==> src/rtl/pipe_hazard_ctrl_if.sv <==
// Signal bundle between the pipeline datapath and the hazard controller.
// The master drives the decode/execute/memory stage fields; the slave returns stall and md status.
interface pipe_hazard_ctrl_if;
  logic [4:0]  D_rs_addr;
  logic [4:0]  D_rt_addr;
  logic [1:0]  D_tuse_rs;
  logic [1:0]  D_tuse_rt;
  logic [4:0]  E_waddr;
  logic [4:0]  M_waddr;
  logic [1:0]  E_tnew;
  logic [1:0]  M_tnew;
  logic        D_is_md;
  logic        E_md_start;
  logic        E_md_op;
  logic        D_stall;
  logic        E_clr;
  logic        md_busy;
  logic [3:0]  md_cnt;
  logic [31:0] stall_cycles;

  modport master (
    output D_rs_addr, D_rt_addr, D_tuse_rs, D_tuse_rt,
    output E_waddr, M_waddr, E_tnew, M_tnew,
    output D_is_md, E_md_start, E_md_op,
    input  D_stall, E_clr, md_busy, md_cnt, stall_cycles
  );

  modport slave (
    input  D_rs_addr, D_rt_addr, D_tuse_rs, D_tuse_rt,
    input  E_waddr, M_waddr, E_tnew, M_tnew,
    input  D_is_md, E_md_start, E_md_op,
    output D_stall, E_clr, md_busy, md_cnt, stall_cycles
  );
endinterface

==> src/rtl/pipe_hazard_ctrl.sv <==
// Tuse/Tnew data-hazard stall, mult/div occupancy counter and optional stall statistics.
// Define PIPE_STALL_CNT_EN to build the 32-bit stall_cycles counter; otherwise it reads 0.
module pipe_hazard_ctrl #(
  parameter int unsigned MULT_CYCLES = 5,
  parameter int unsigned DIV_CYCLES  = 10
) (
  input logic                 clk,
  input logic                 reset,
  pipe_hazard_ctrl_if.slave   hz
);

  localparam logic [3:0] MULT_LOAD = 4'(MULT_CYCLES);
  localparam logic [3:0] DIV_LOAD  = 4'(DIV_CYCLES);

  if (MULT_CYCLES < 1 || MULT_CYCLES > 15) begin : g_bad_mult
    $error("MULT_CYCLES must be in 1..15");
  end
  if (DIV_CYCLES < 1 || DIV_CYCLES > 15) begin : g_bad_div
    $error("DIV_CYCLES must be in 1..15");
  end

  // A source conflicts when its producer cannot forward before the consumer needs it.
  function automatic logic src_hazard(input logic [4:0] src,  input logic [1:0] tuse,
                                      input logic [4:0] waddr, input logic [1:0] tnew);
    return (src != 5'd0) && (tuse != 2'd3) && (src == waddr) && (tuse < tnew);
  endfunction

  logic [3:0] md_cnt_r;
  logic       data_stall_s;
  logic       md_busy_s;
  logic       stall_s;

  assign data_stall_s = src_hazard(hz.D_rs_addr, hz.D_tuse_rs, hz.E_waddr, hz.E_tnew)
                      | src_hazard(hz.D_rt_addr, hz.D_tuse_rt, hz.E_waddr, hz.E_tnew)
                      | src_hazard(hz.D_rs_addr, hz.D_tuse_rs, hz.M_waddr, hz.M_tnew)
                      | src_hazard(hz.D_rt_addr, hz.D_tuse_rt, hz.M_waddr, hz.M_tnew);

  // The start cycle itself counts as busy so a back-to-back md instruction stalls at once.
  assign md_busy_s = hz.E_md_start | (md_cnt_r != 4'd0);
  assign stall_s   = data_stall_s | (hz.D_is_md & md_busy_s);

  assign hz.D_stall = stall_s;
  assign hz.E_clr   = stall_s;
  assign hz.md_busy = md_busy_s;
  assign hz.md_cnt  = md_cnt_r;

  // Occupancy countdown; a start while still counting is ignored.
  always_ff @(posedge clk or negedge reset) begin
    if (!reset) begin
      md_cnt_r <= 4'd0;
    end else if (md_cnt_r != 4'd0) begin
      md_cnt_r <= md_cnt_r - 4'd1;
    end else if (hz.E_md_start) begin
      md_cnt_r <= hz.E_md_op ? DIV_LOAD : MULT_LOAD;
    end else begin
      md_cnt_r <= 4'd0;
    end
  end

`ifdef PIPE_STALL_CNT_EN
  logic [31:0] stall_cycles_r;

  // Free-running stall statistic, wraps naturally at 2^32.
  always_ff @(posedge clk or negedge reset) begin
    if (!reset) begin
      stall_cycles_r <= 32'd0;
    end else if (stall_s) begin
      stall_cycles_r <= stall_cycles_r + 32'd1;
    end else begin
      stall_cycles_r <= stall_cycles_r;
    end
  end

  assign hz.stall_cycles = stall_cycles_r;
`else
  assign hz.stall_cycles = 32'd0;
`endif

endmodule

==> src/flat_wrapper.sv <==
// flat-port wrapper written by rule: the top's interface ports become plain ports
module pipe_hazard_ctrl_flat 
#(
  parameter int unsigned MULT_CYCLES = 5,
  parameter int unsigned DIV_CYCLES  = 10
)
  (clk, reset, hz_D_rs_addr, hz_D_rt_addr, hz_D_tuse_rs, hz_D_tuse_rt, hz_E_waddr, hz_M_waddr, hz_E_tnew, hz_M_tnew, hz_D_is_md, hz_E_md_start, hz_E_md_op, hz_D_stall, hz_E_clr, hz_md_busy, hz_md_cnt, hz_stall_cycles);
  pipe_hazard_ctrl_if hz_i ();
  input logic clk;
  input logic reset;
  input wire logic [$bits(hz_i.D_rs_addr)-1:0] hz_D_rs_addr;
  input wire logic [$bits(hz_i.D_rt_addr)-1:0] hz_D_rt_addr;
  input wire logic [$bits(hz_i.D_tuse_rs)-1:0] hz_D_tuse_rs;
  input wire logic [$bits(hz_i.D_tuse_rt)-1:0] hz_D_tuse_rt;
  input wire logic [$bits(hz_i.E_waddr)-1:0] hz_E_waddr;
  input wire logic [$bits(hz_i.M_waddr)-1:0] hz_M_waddr;
  input wire logic [$bits(hz_i.E_tnew)-1:0] hz_E_tnew;
  input wire logic [$bits(hz_i.M_tnew)-1:0] hz_M_tnew;
  input wire logic [$bits(hz_i.D_is_md)-1:0] hz_D_is_md;
  input wire logic [$bits(hz_i.E_md_start)-1:0] hz_E_md_start;
  input wire logic [$bits(hz_i.E_md_op)-1:0] hz_E_md_op;
  output wire logic [$bits(hz_i.D_stall)-1:0] hz_D_stall;
  output wire logic [$bits(hz_i.E_clr)-1:0] hz_E_clr;
  output wire logic [$bits(hz_i.md_busy)-1:0] hz_md_busy;
  output wire logic [$bits(hz_i.md_cnt)-1:0] hz_md_cnt;
  output wire logic [$bits(hz_i.stall_cycles)-1:0] hz_stall_cycles;
  assign hz_i.D_rs_addr = hz_D_rs_addr;
  assign hz_i.D_rt_addr = hz_D_rt_addr;
  assign hz_i.D_tuse_rs = hz_D_tuse_rs;
  assign hz_i.D_tuse_rt = hz_D_tuse_rt;
  assign hz_i.E_waddr = hz_E_waddr;
  assign hz_i.M_waddr = hz_M_waddr;
  assign hz_i.E_tnew = hz_E_tnew;
  assign hz_i.M_tnew = hz_M_tnew;
  assign hz_i.D_is_md = hz_D_is_md;
  assign hz_i.E_md_start = hz_E_md_start;
  assign hz_i.E_md_op = hz_E_md_op;
  assign hz_D_stall = hz_i.D_stall;
  assign hz_E_clr = hz_i.E_clr;
  assign hz_md_busy = hz_i.md_busy;
  assign hz_md_cnt = hz_i.md_cnt;
  assign hz_stall_cycles = hz_i.stall_cycles;
  pipe_hazard_ctrl #(.MULT_CYCLES(MULT_CYCLES), .DIV_CYCLES(DIV_CYCLES)) u_core (.clk(clk), .reset(reset), .hz(hz_i));
endmodule
==> config.mk <==
export PLATFORM = sky130hd
export DESIGN_NAME = pipe_hazard_ctrl_flat
export DESIGN_NICKNAME = d
export VERILOG_FILES = /design/src/rtl/pipe_hazard_ctrl_if.sv /design/src/rtl/pipe_hazard_ctrl.sv /design/src/flat_wrapper.sv
export SDC_FILE = /design/constraint.sdc
export NUM_CORES = 1
export LEC_CHECK = 0
export ABC_CLOCK_PERIOD_IN_PS = 2000
export BUFFER_PORTS_ARGS = -buffer_cell sky130_fd_sc_hd__clkbuf_2
export CORE_ASPECT_RATIO = 1.4
export CORE_MARGIN = 8
export CORE_UTILIZATION = 38
export DETAILED_ROUTE_END_ITERATION = 10
export MAX_ROUTING_LAYER = met4
export PLACE_DENSITY = 0.9
export RECOVER_POWER = 25
export SYNTH_ARGS = -nofsm -noshare
export SYNTH_HDL_FRONTEND = slang
export SYNTH_SLANG_ARGS = --single-unit
==> constraint.sdc <==
create_clock -name clk -period 2 [get_ports clk]
set_clock_uncertainty 0.05 [all_clocks]
set_input_delay 0.2 -clock clk [delete_from_list [all_inputs] [get_ports clk]]
set_output_delay 0.2 -clock clk [all_outputs]
set_load 0.005 [all_outputs]
==> summary.txt, run 1 <==
final layout net count -> 187
WL/cell -> 13.86 um
Slew Viols, Final -> 0
PwrDens -> 697.7 mW/mm^2
CP arrival -> 1.68 ns
top cells by area, synth -> buf_4 (30%), xor2_1 (13%), dfrtp_1 (12%), xnor2_1 (8.5%), ha_1 (7.6%)
core area -> 0.002102 mm^2
IO Pins -> 72
EDFF count, synth -> 0
unique cell type count in the Yosys netlist -> 24
clk slew on worst S/H paths -> 0.03 ns
placed cell areas -> 912.1 um^2
combinational power share -> 61.1%
post-synthesis sequential area ratio -> 12.20%
hold_ws -> 0.2189 ns
DR pass1 iterations -> 4
WP data required -> 1.75 ns
RSZ-0062 raised after global routing -> no
clock power share -> 14.2%
Initial Util -> 39.05%
Post-Syn Instances -> 104
largest family of logic cells by synthesized area -> buffers and inverters
antenna violations before repair -> 0
post-route cell area -> 983.4 um^2
most common cell in the synthesized netlist -> buf_4
GPL Wtd Cong -> 0.8860
port bufs -> 39
grt peak-use layer -> met2
adder-cell share of the synthesized area -> 7.622%
via count -> 754
Synth Area in Simple Gates -> 13.57%
Die H -> 70.99 um
CTS tree -> done
H-tree levels -> 1
post-synth top area share -> 30.18%
# DRC -> 0
Setup TNS -> 0 ns
FP Rows -> 20
crit path capture type -> output pin
grt met3 use -> 6.619%
Final Cycle Share -> 96.70%
layout cells sized above 1 -> 33.33%
mux share of post-synthesis cell area -> 0%
Peak VDD IR -> 0.2786 mV
Post-Syn Area -> 820.8 um^2
Yosys warnings -> 0
Setup violations, final -> 0
FFs w/ async S/R, synth -> 100.0%
vias in the first global route -> 843
switching share of power -> 42.22%
Die Wd -> 55.28 um
max-cap viol count -> 0
Final Hold Fails -> 0
final WL -> 2342 um
DP HPWL -> 2019 um
main flop type after synthesis -> dfrtp_1
post-route ant nets -> 0
DR iter-0 viols -> 8
ANT cells -> 0
run status -> complete, no violations
max FFs per register -> 4
total CTS buffers -> 3
Root Buffer -> clkbuf_4
mean post-synth cell area -> 7.892 um^2
first-pass GRT wire length -> 3677 um
min-delay worst type -> in2reg
CP Class -> reg2out
Area Overhead vs Synth -> 19.82%
CTS Buffer Depth -> 2
met1 Use GR -> 11.87%
min cycle time layout -> 1.934 ns
grt ovf -> 0
sw power -> 0.2897 mW
largest net degree at the start of global routing -> 7
crit path max fanout -> 4
CP startpoint kind -> register
clk_lat worst skew -> 0.23 ns
Int Power -> 0.3965 mW
met2 Use GR -> 17.63%
P_leak -> 0.5297 nW
xor and xnor area share after synthesis -> 21.34%
Total GRT Usage -> 11.22%
Synth Area in Compound Gates -> 11.43%
Commonest cells post-synth -> buf_4 (33), xor2_1 (12), xnor2_1 (8)
Max Fclk -> 517.0 MHz
Synth area leader -> buf_4
clock sinks -> 4
Die ar. -> 0.003924 mm^2
Reg power frac -> 24.7%
Yosys reg bits -> 4
vias per cell -> 4.462
## repair_timing
action,4_1_cts,5_1_grt
hold buffers,1,0
setup buffers,2,0
gates resized for setup,1,5
endpoints found under the hold margin,4,0
pin swaps,1,0
endpoints found under the setup margin,2,2
## stage by stage
| step | power, mW | cells | setup slack (ns) | utilization [%] |
|---|---|---|---|---|
| 6_report | 0.6862 | 169 | 0.06591 | 46.79 |
| 5_1_grt | 0.7556 | 169 | 0.01280 | 46.79 |
| 4_1_cts | 0.6267 | 169 | 0.007713 | 45.77 |
| 3_5_place_dp | 0.4856 | 163 | 0.1673 | 43.39 |
| 3_3_place_gp | 0.4778 | 163 | 0.1951 | 43.39 |
| 2_1_floorplan | 0.3920 | 135 | 0.1682 | - |
## final cells by class
class                           instances  area, um^2
Inverter                                7       26.28
Clock buffer                            3       22.52
Fill cell                             232        1119
Multi-Input combinational cell         91       588.1
Sequential cell                         4       100.1
Tap cell                               22       27.53
Timing Repair Buffer                   42       219.0
## critical path, stage by stage, from the launching register on
cell and delay [ns]:
dfrtp_1 0.38, inv_2 0.07, ha_4 0.16, nand2b_4 0.06
or3_4 0.33, a221o_1 0.34, clkbuf_2 0.12
## per-layer routing
| layer | wire (um) | share of wire [%] |
|---|---|---|
| met5 | 0 | 0 |
| met4 | 22 | 0.94 |
| met3 | 272 | 12 |
| met2 | 1097 | 47 |
| met1 | 950 | 41 |
## worst paths after layout
path                       slack, ns                             to                          start  depth (start not counted)
setup / recovery                0.07                       hz_E_clr  u_core.hz.md_cnt[0]$_DFF_PN0_                          6
hold / removal                  0.22  u_core.hz.md_cnt[1]$_DFF_PN0_                     hz_E_md_op                          3
setup reg to reg                0.78  u_core.hz.md_cnt[3]$_DFF_PN0_  u_core.hz.md_cnt[0]$_DFF_PN0_                          5
hold reg to reg                 0.53  u_core.hz.md_cnt[3]$_DFF_PN0_  u_core.hz.md_cnt[2]$_DFF_PN0_                          1
max in group asynchronous       1.44  u_core.hz.md_cnt[1]$_DFF_PN0_                          reset                          2
min in group asynchronous       0.28  u_core.hz.md_cnt[2]$_DFF_PN0_                          reset                          2
## kinds of logic after synthesis
| kind of cell | after synthesis |
|---|---|
| xor+xnor | 20 |
| other cells | 1 |
| buf+inv | 40 |
| compound gates | 15 |
| fa+ha+maj | 5 |
| simple gates | 19 |
| flops | 4 |
## power by group through the flow
stage / clock, mW / sequential (mW) / combinational, mW
global placement: 0 / 0.175 / 0.303
finish: 0.0973 / 0.170 / 0.419
floorplan: 0 / 0.169 / 0.223
CTS: 0.101 / 0.163 / 0.362
global route: 0.105 / 0.175 / 0.475
detailed placement: 0 / 0.176 / 0.309
## layout by cell type (no fill, tap or decap), types with 2 or more instances in the layout
master	n
clkbuf_2	38
conb_1	32
xor2_1	12
xnor2_1	8
o21ai_0	7
inv_1	5
nor3_1	4
nand4_1	4
ha_1	4
dfrtp_1	4
nor2_1	3
clkbuf_4	3
nand3_1	2
inv_2	2
o31ai_1	2
buf_4	2
(Power assumes the default switching activity.)
==> inputs of run 2 (changes only) <==
Settings changed: CORE_MARGIN 8 to unset.
==> run 2 against run 1 <==
  * Non-clock buffer count increased by 1
  * Global-route usage increased by 4.0 points
  * Sequential power about the same
  * Routed wire length decreased by 19%
  * Via count increased by 3.7%
  * Critical path type unchanged
  * Highest routed layer is now met3
==> summary.txt, run 2 (synthesis results as in run 1) <==
PwrDens -> 710.3 mW/mm^2
CP Class -> reg2out
max FFs per register -> 4
first-pass GRT wire length -> 2484 um
run status -> complete, no violations
Setup TNS -> 0 ns
clk slew on worst S/H paths -> 0.04 ns
R2R cell count -> 5
Setup crit start -> u_core.hz.md_cnt[1]$_DFF_PN0_
CTS tree -> done
antenna violations before repair -> 0
GPL Wtd Cong -> 0.7618
ANT cells -> 0
Die H -> 56.99 um
Worst R2R Start -> u_core.hz.md_cnt[1]$_DFF_PN0_
H-tree levels -> 1
IO Pins -> 72
RSZ-0062 raised after global routing -> yes
CP startpoint kind -> register
crit-path cells -> inv_2 -> ha_4 -> nand2b_4 -> or3_4 -> a221o_1 -> clkbuf_2
non-filler cells, final -> 169
total CTS buffers -> 3
Root Buffer -> clkbuf_4
DR iter-0 viols -> 13
min cycle time layout -> 1.988 ns
final layout net count -> 188
Final Cycle Share -> 99.41%
Hold Path Origin -> hz_E_md_op
# DRC -> 0
vias per cell -> 4.627
Max Fclk -> 503.0 MHz
Setup violations, final -> 0
area of the multi-input gates -> 588.1 um^2
DR pass1 iterations -> 4
Die ar. -> 0.002353 mm^2
final WL -> 1896 um
commonest cells after routing, fill and taps aside -> clkbuf_2 (38), conb_1 (32), xor2_1 (12)
max-cap viol count -> 0
Peak VDD IR -> 0.4914 mV
largest net degree at the start of global routing -> 7
P_leak -> 0.5345 nW
hold depth -> 3
Final Hold Fails -> 0
crit path capture type -> output pin
DP HPWL -> 1576 um
layout cells sized above 1 -> 33.78%
grt ovf -> 0
WP data required -> 1.75 ns
crit path max fanout -> 4
WL/cell -> 11.22 um
placed cell count -> 162
port bufs -> 39
Initial Util -> 41.10%
worst reg-to-reg setup slack -> 0.66 ns
via count -> 782
crit-path max cell delay -> 0.39 ns
min-delay worst type -> in2reg
final core occ -> 49.56%
Die Wd -> 41.28 um
clk_lat worst skew -> 0.23 ns
fillers -> 222
Total GRT Usage -> 15.24%
CTS Buffer Depth -> 2
Crit-path slowest cell -> dfrtp_1
FP Rows -> 19
Slew Viols, Final -> 0
Area Overhead vs Synth -> 20.58%
most common cell after layout, fill and taps aside -> clkbuf_2
CP arrival -> 1.74 ns
clock sinks -> 4
post-route ant nets -> 0
total power -> 0.7030 mW
core area -> 0.001997 mm^2
vias in the first global route -> 661
hold_ws -> 0.2046 ns
register area -> 100.1 um^2
run 2: path summary, 6_finish.rpt:
path	endpoint
max	hz_D_stall
min	u_core.hz.md_cnt[1]$_DFF_PN0_
max reg2reg	u_core.hz.md_cnt[3]$_DFF_PN0_
min reg2reg	u_core.hz.md_cnt[3]$_DFF_PN0_
max in group asynchronous	u_core.hz.md_cnt[3]$_DFF_PN0_
min in group asynchronous	u_core.hz.md_cnt[2]$_DFF_PN0_
run 2: stage by stage:
step	setup slack, ns	cell area (um^2)
6_report	0.01179	989.7
5_1_grt	-0.06102	989.7
4_1_cts	0.006812	960.9
3_5_place_dp	0.1623	910.9
3_3_place_gp	0.1928	910.9
2_1_floorplan	0.1682	937.1
run 2: power breakdown:
part,switching (mW),total [mW],internal (mW)
registers,0.0459,0.170,0.124
logic,0.214,0.435,0.221
clock network,0.0311,0.0981,0.0670
run 2: final cells by class:
type / count / area share, %
well taps: 21 / 2.655
flip-flops and latches: 4 / 10.11
clock buffers: 3 / 2.276
multi-input cells: 91 / 59.42
inverters: 7 / 2.655
repair buffers: 43 / 22.88
run 2: routing by layer:
metal  track usage (%)  vias up  share of wire [%]
li1                  -      378                  -
met1             17.80      348                 40
met2             25.67       56                 49
met3             3.502        0                 11
met4             2.765        0                  0
met5                 -        -                  0
run 2: critical path: cells and delay by family, from the launching register on:
kind | cells | cell delay, ns
AND/OR/NAND/NOR | 2 | 0.39
flip-flops | 1 | 0.39
adder cells (fa/ha/maj) | 1 | 0.16
buffers and inverters | 2 | 0.20
AO/OA/AOI/OAI | 1 | 0.37
run 2: repair_timing:
action	4_1_cts	5_1_grt
resized for setup	1	5
pin swaps	1	2
hold endpoints to repair	4	0
hold buffers	1	0
buffers inserted	2	1
setup endpoints to repair	2	2
==> inputs of run 3 (changes only) <==
Settings changed: ABC_AREA set to 1, ABC_CLOCK_PERIOD_IN_PS 2000 to 1700, CORE_UTILIZATION 38 to 37, PLACE_DENSITY 0.9 to 0.86.
Clock period 2 ns to 1.7 ns, I/O delays scaled along.
==> run 3 against run 2 <==
  * Via count up 33%
  * Highest routed layer is now met4
  * Flip-flop and latch count unchanged
  * First-iteration DRC count up 62%
  * Sequential power up 15%
==> summary.txt, run 3 <==
Worst R2R Start -> u_core.hz.md_cnt[0]$_DFF_PN0_
total CTS buffers -> 3
GPL Wtd Cong -> 0.8645
worst reg-to-reg setup slack -> 0.52 ns
Die Wd -> 45.35 um
switching share of power -> 43.61%
Reg power frac -> 28.4%
P_leak -> 0.7496 nW
clock power share -> 17.6%
Initial Util -> 39.84%
crit path max fanout -> 5
CP startpoint kind -> register
mean post-synth cell area -> 5.659 um^2
port bufs -> 39
CTS Buffer Depth -> 2
CP arrival -> 1.33 ns
Root Buffer -> clkbuf_4
Post-Syn Area -> 973.4 um^2
sw power -> 0.3005 mW
Commonest cells post-synth -> nand2_1 (51), buf_4 (33), inv_1 (27)
RR Endpoint -> u_core.hz.md_cnt[3]$_DFF_PN0_
Worst setup endpoint -> hz_E_clr
Slew Viols, Final -> 0
# DRC -> 0
Final Cycle Share -> 91.34%
most common cell in the synthesized netlist -> nand2_1
vias per cell -> 4.219
placed cell count -> 243
layout cells sized above 1 -> 23.47%
largest net degree at the start of global routing -> 6
ANT cells -> 0
non-filler cells, final -> 247
DP HPWL -> 1824 um
H-tree levels -> 1
clk slew on worst S/H paths -> 0.04 ns
grt ovf -> 0
Yosys reg bits -> 4
antenna violations before repair -> 0
DR pass1 iterations -> 4
RSZ-0062 raised after global routing -> no
post-synth top area share -> 25.45%
Synth area leader -> buf_4
first-pass GRT wire length -> 3091 um
min-delay worst type -> in2reg
Max Fclk -> 644.0 MHz
WL/cell -> 8.061 um
CP Class -> reg2out
FFs w/ async S/R, synth -> 100.0%
Post-CTS Setup Bufs -> 0
final WL -> 1991 um
Yosys warnings -> 0
clock sinks -> 4
Total GRT Usage -> 14.71%
combinational power share -> 54.0%
Setup crit start -> u_core.hz.md_cnt[0]$_DFF_PN0_
IO Pins -> 72
final layout net count -> 253
PwrDens -> 620.1 mW/mm^2
via count -> 1042
top cells by area, synth -> buf_4 (25%), nand2_1 (20%), inv_1 (10%), dfrtp_1 (10%), ha_1 (6.4%)
clk_lat worst skew -> 0.24 ns
DR iter-0 viols -> 21
post-synthesis sequential area ratio -> 10.28%
Final Hold Fails -> 0
Die ar. -> 0.002843 mm^2
unique cell type count in the Yosys netlist -> 19
max FFs per register -> 4
Post-Syn Instances -> 172
post-route ant nets -> 0
Setup violations, final -> 0
WP data required -> 1.48 ns
FP Rows -> 21
Die H -> 62.69 um
EDFF count, synth -> 0
most common cell after layout, fill and taps aside -> nand2_1
main flop type after synthesis -> dfrtp_1
Area Overhead vs Synth -> 14.14%
max-cap viol count -> 0
R2R cell count -> 7
Int Power -> 0.3885 mW
core area -> 0.002444 mm^2
CTS tree -> done
vias in the first global route -> 874
commonest cells after routing, fill and taps aside -> nand2_1 (51), clkbuf_2 (38), conb_1 (32)
min cycle time layout -> 1.553 ns
hold_ws -> 0.1525 ns
run status -> complete, no violations
Setup TNS -> 0 ns
Peak VDD IR -> 0.3193 mV
crit path capture type -> output pin
==> run 3: layout make-up <==
cell class | instances | area [um^2]
clock buffers | 3 | 22.52
fillers | 278 | 1333
inverters | 33 | 123.9
multi-input cells | 133 | 618.1
repair buffers | 40 | 203.9
well taps | 34 | 42.54
flip-flops and latches | 4 | 100.1
==> run 3: kinds of logic (layout without fill, tap and decap cells) <==
group | after synthesis | after routing | synth area share (%)
simple gates | 76 | 76 | 31.88
buf+inv | 66 | 76 | 38.18
compound gates | 16 | 16 | 9.254
fa+ha+maj | 5 | 5 | 6.427
xor+xnor | 4 | 4 | 3.600
flops | 4 | 4 | 10.28
other cells | 1 | 32 | 0.3852
==> run 3: power groups by stage <==
stage | logic (mW) | registers, mW | clock network, mW
global placement | 0.366 | 0.195 | 0
finish | 0.372 | 0.195 | 0.121
CTS | 0.375 | 0.196 | 0.128
global route | 0.432 | 0.204 | 0.129
detailed placement | 0.373 | 0.197 | 0
floorplan | 0.274 | 0.194 | 0
==> run 3: critical path, cell delays in order (launching register included) <==
cell and delay (ns):
dfrtp_1 0.40, inv_1 0.07, ha_1 0.15, nand2_1 0.06, inv_2 0.07, nand2_1 0.06
nand2_1 0.07, nand3_2 0.08, clkbuf_2 0.11
==> run 3: worst min-delay path by stage <==
stage,depth (start not counted),startpoint,slack (ns),endpoint
finish,3,hz_E_md_op,0.15,u_core.hz.md_cnt[3]$_DFF_PN0_
global route,3,hz_E_md_start,0.16,u_core.hz.md_cnt[3]$_DFF_PN0_
CTS,3,hz_E_md_op,0.15,u_core.hz.md_cnt[3]$_DFF_PN0_
detailed placement,1,reset,-0.07,u_core.hz.md_cnt[2]$_DFF_PN0_
global placement,1,reset,-0.07,u_core.hz.md_cnt[2]$_DFF_PN0_
floorplan,0,reset,-0.18,u_core.hz.md_cnt[0]$_DFF_PN0_
==> run 3: what timing repair did <==
item                       CTS  global route
hold buffers                 1             0
gates resized for setup      0             1
setup endpoints to repair    0             2
hold endpoints to repair     4             0
==> run 3: routing by layer <==
metal	vias to the layer above	GRT usage [%]	part of all wire (%)
met5	-	-	0
met4	0	9.470	4.5
met3	8	0.8671	6.5
met2	60	28.62	57
met1	436	12.08	32
li1	538	-	-
==> run 3: per-stage QoR <==
| stage | area (um^2) | worst slack (ns) | utilization, % | power (mW) |
|---|---|---|---|---|
| after floorplan | 1090 | 0.3671 | - | 0.4683 |
| after global placement | 1080 | 0.3047 | 44.19 | 0.5612 |
| after detailed placement | 1080 | 0.2778 | 44.19 | 0.5695 |
| after CTS | 1112 | 0.08764 | 45.52 | 0.6983 |
| after global routing | 1111 | 0.02319 | 45.47 | 0.7647 |
| final | 1111 | 0.1473 | 45.47 | 0.6889 |
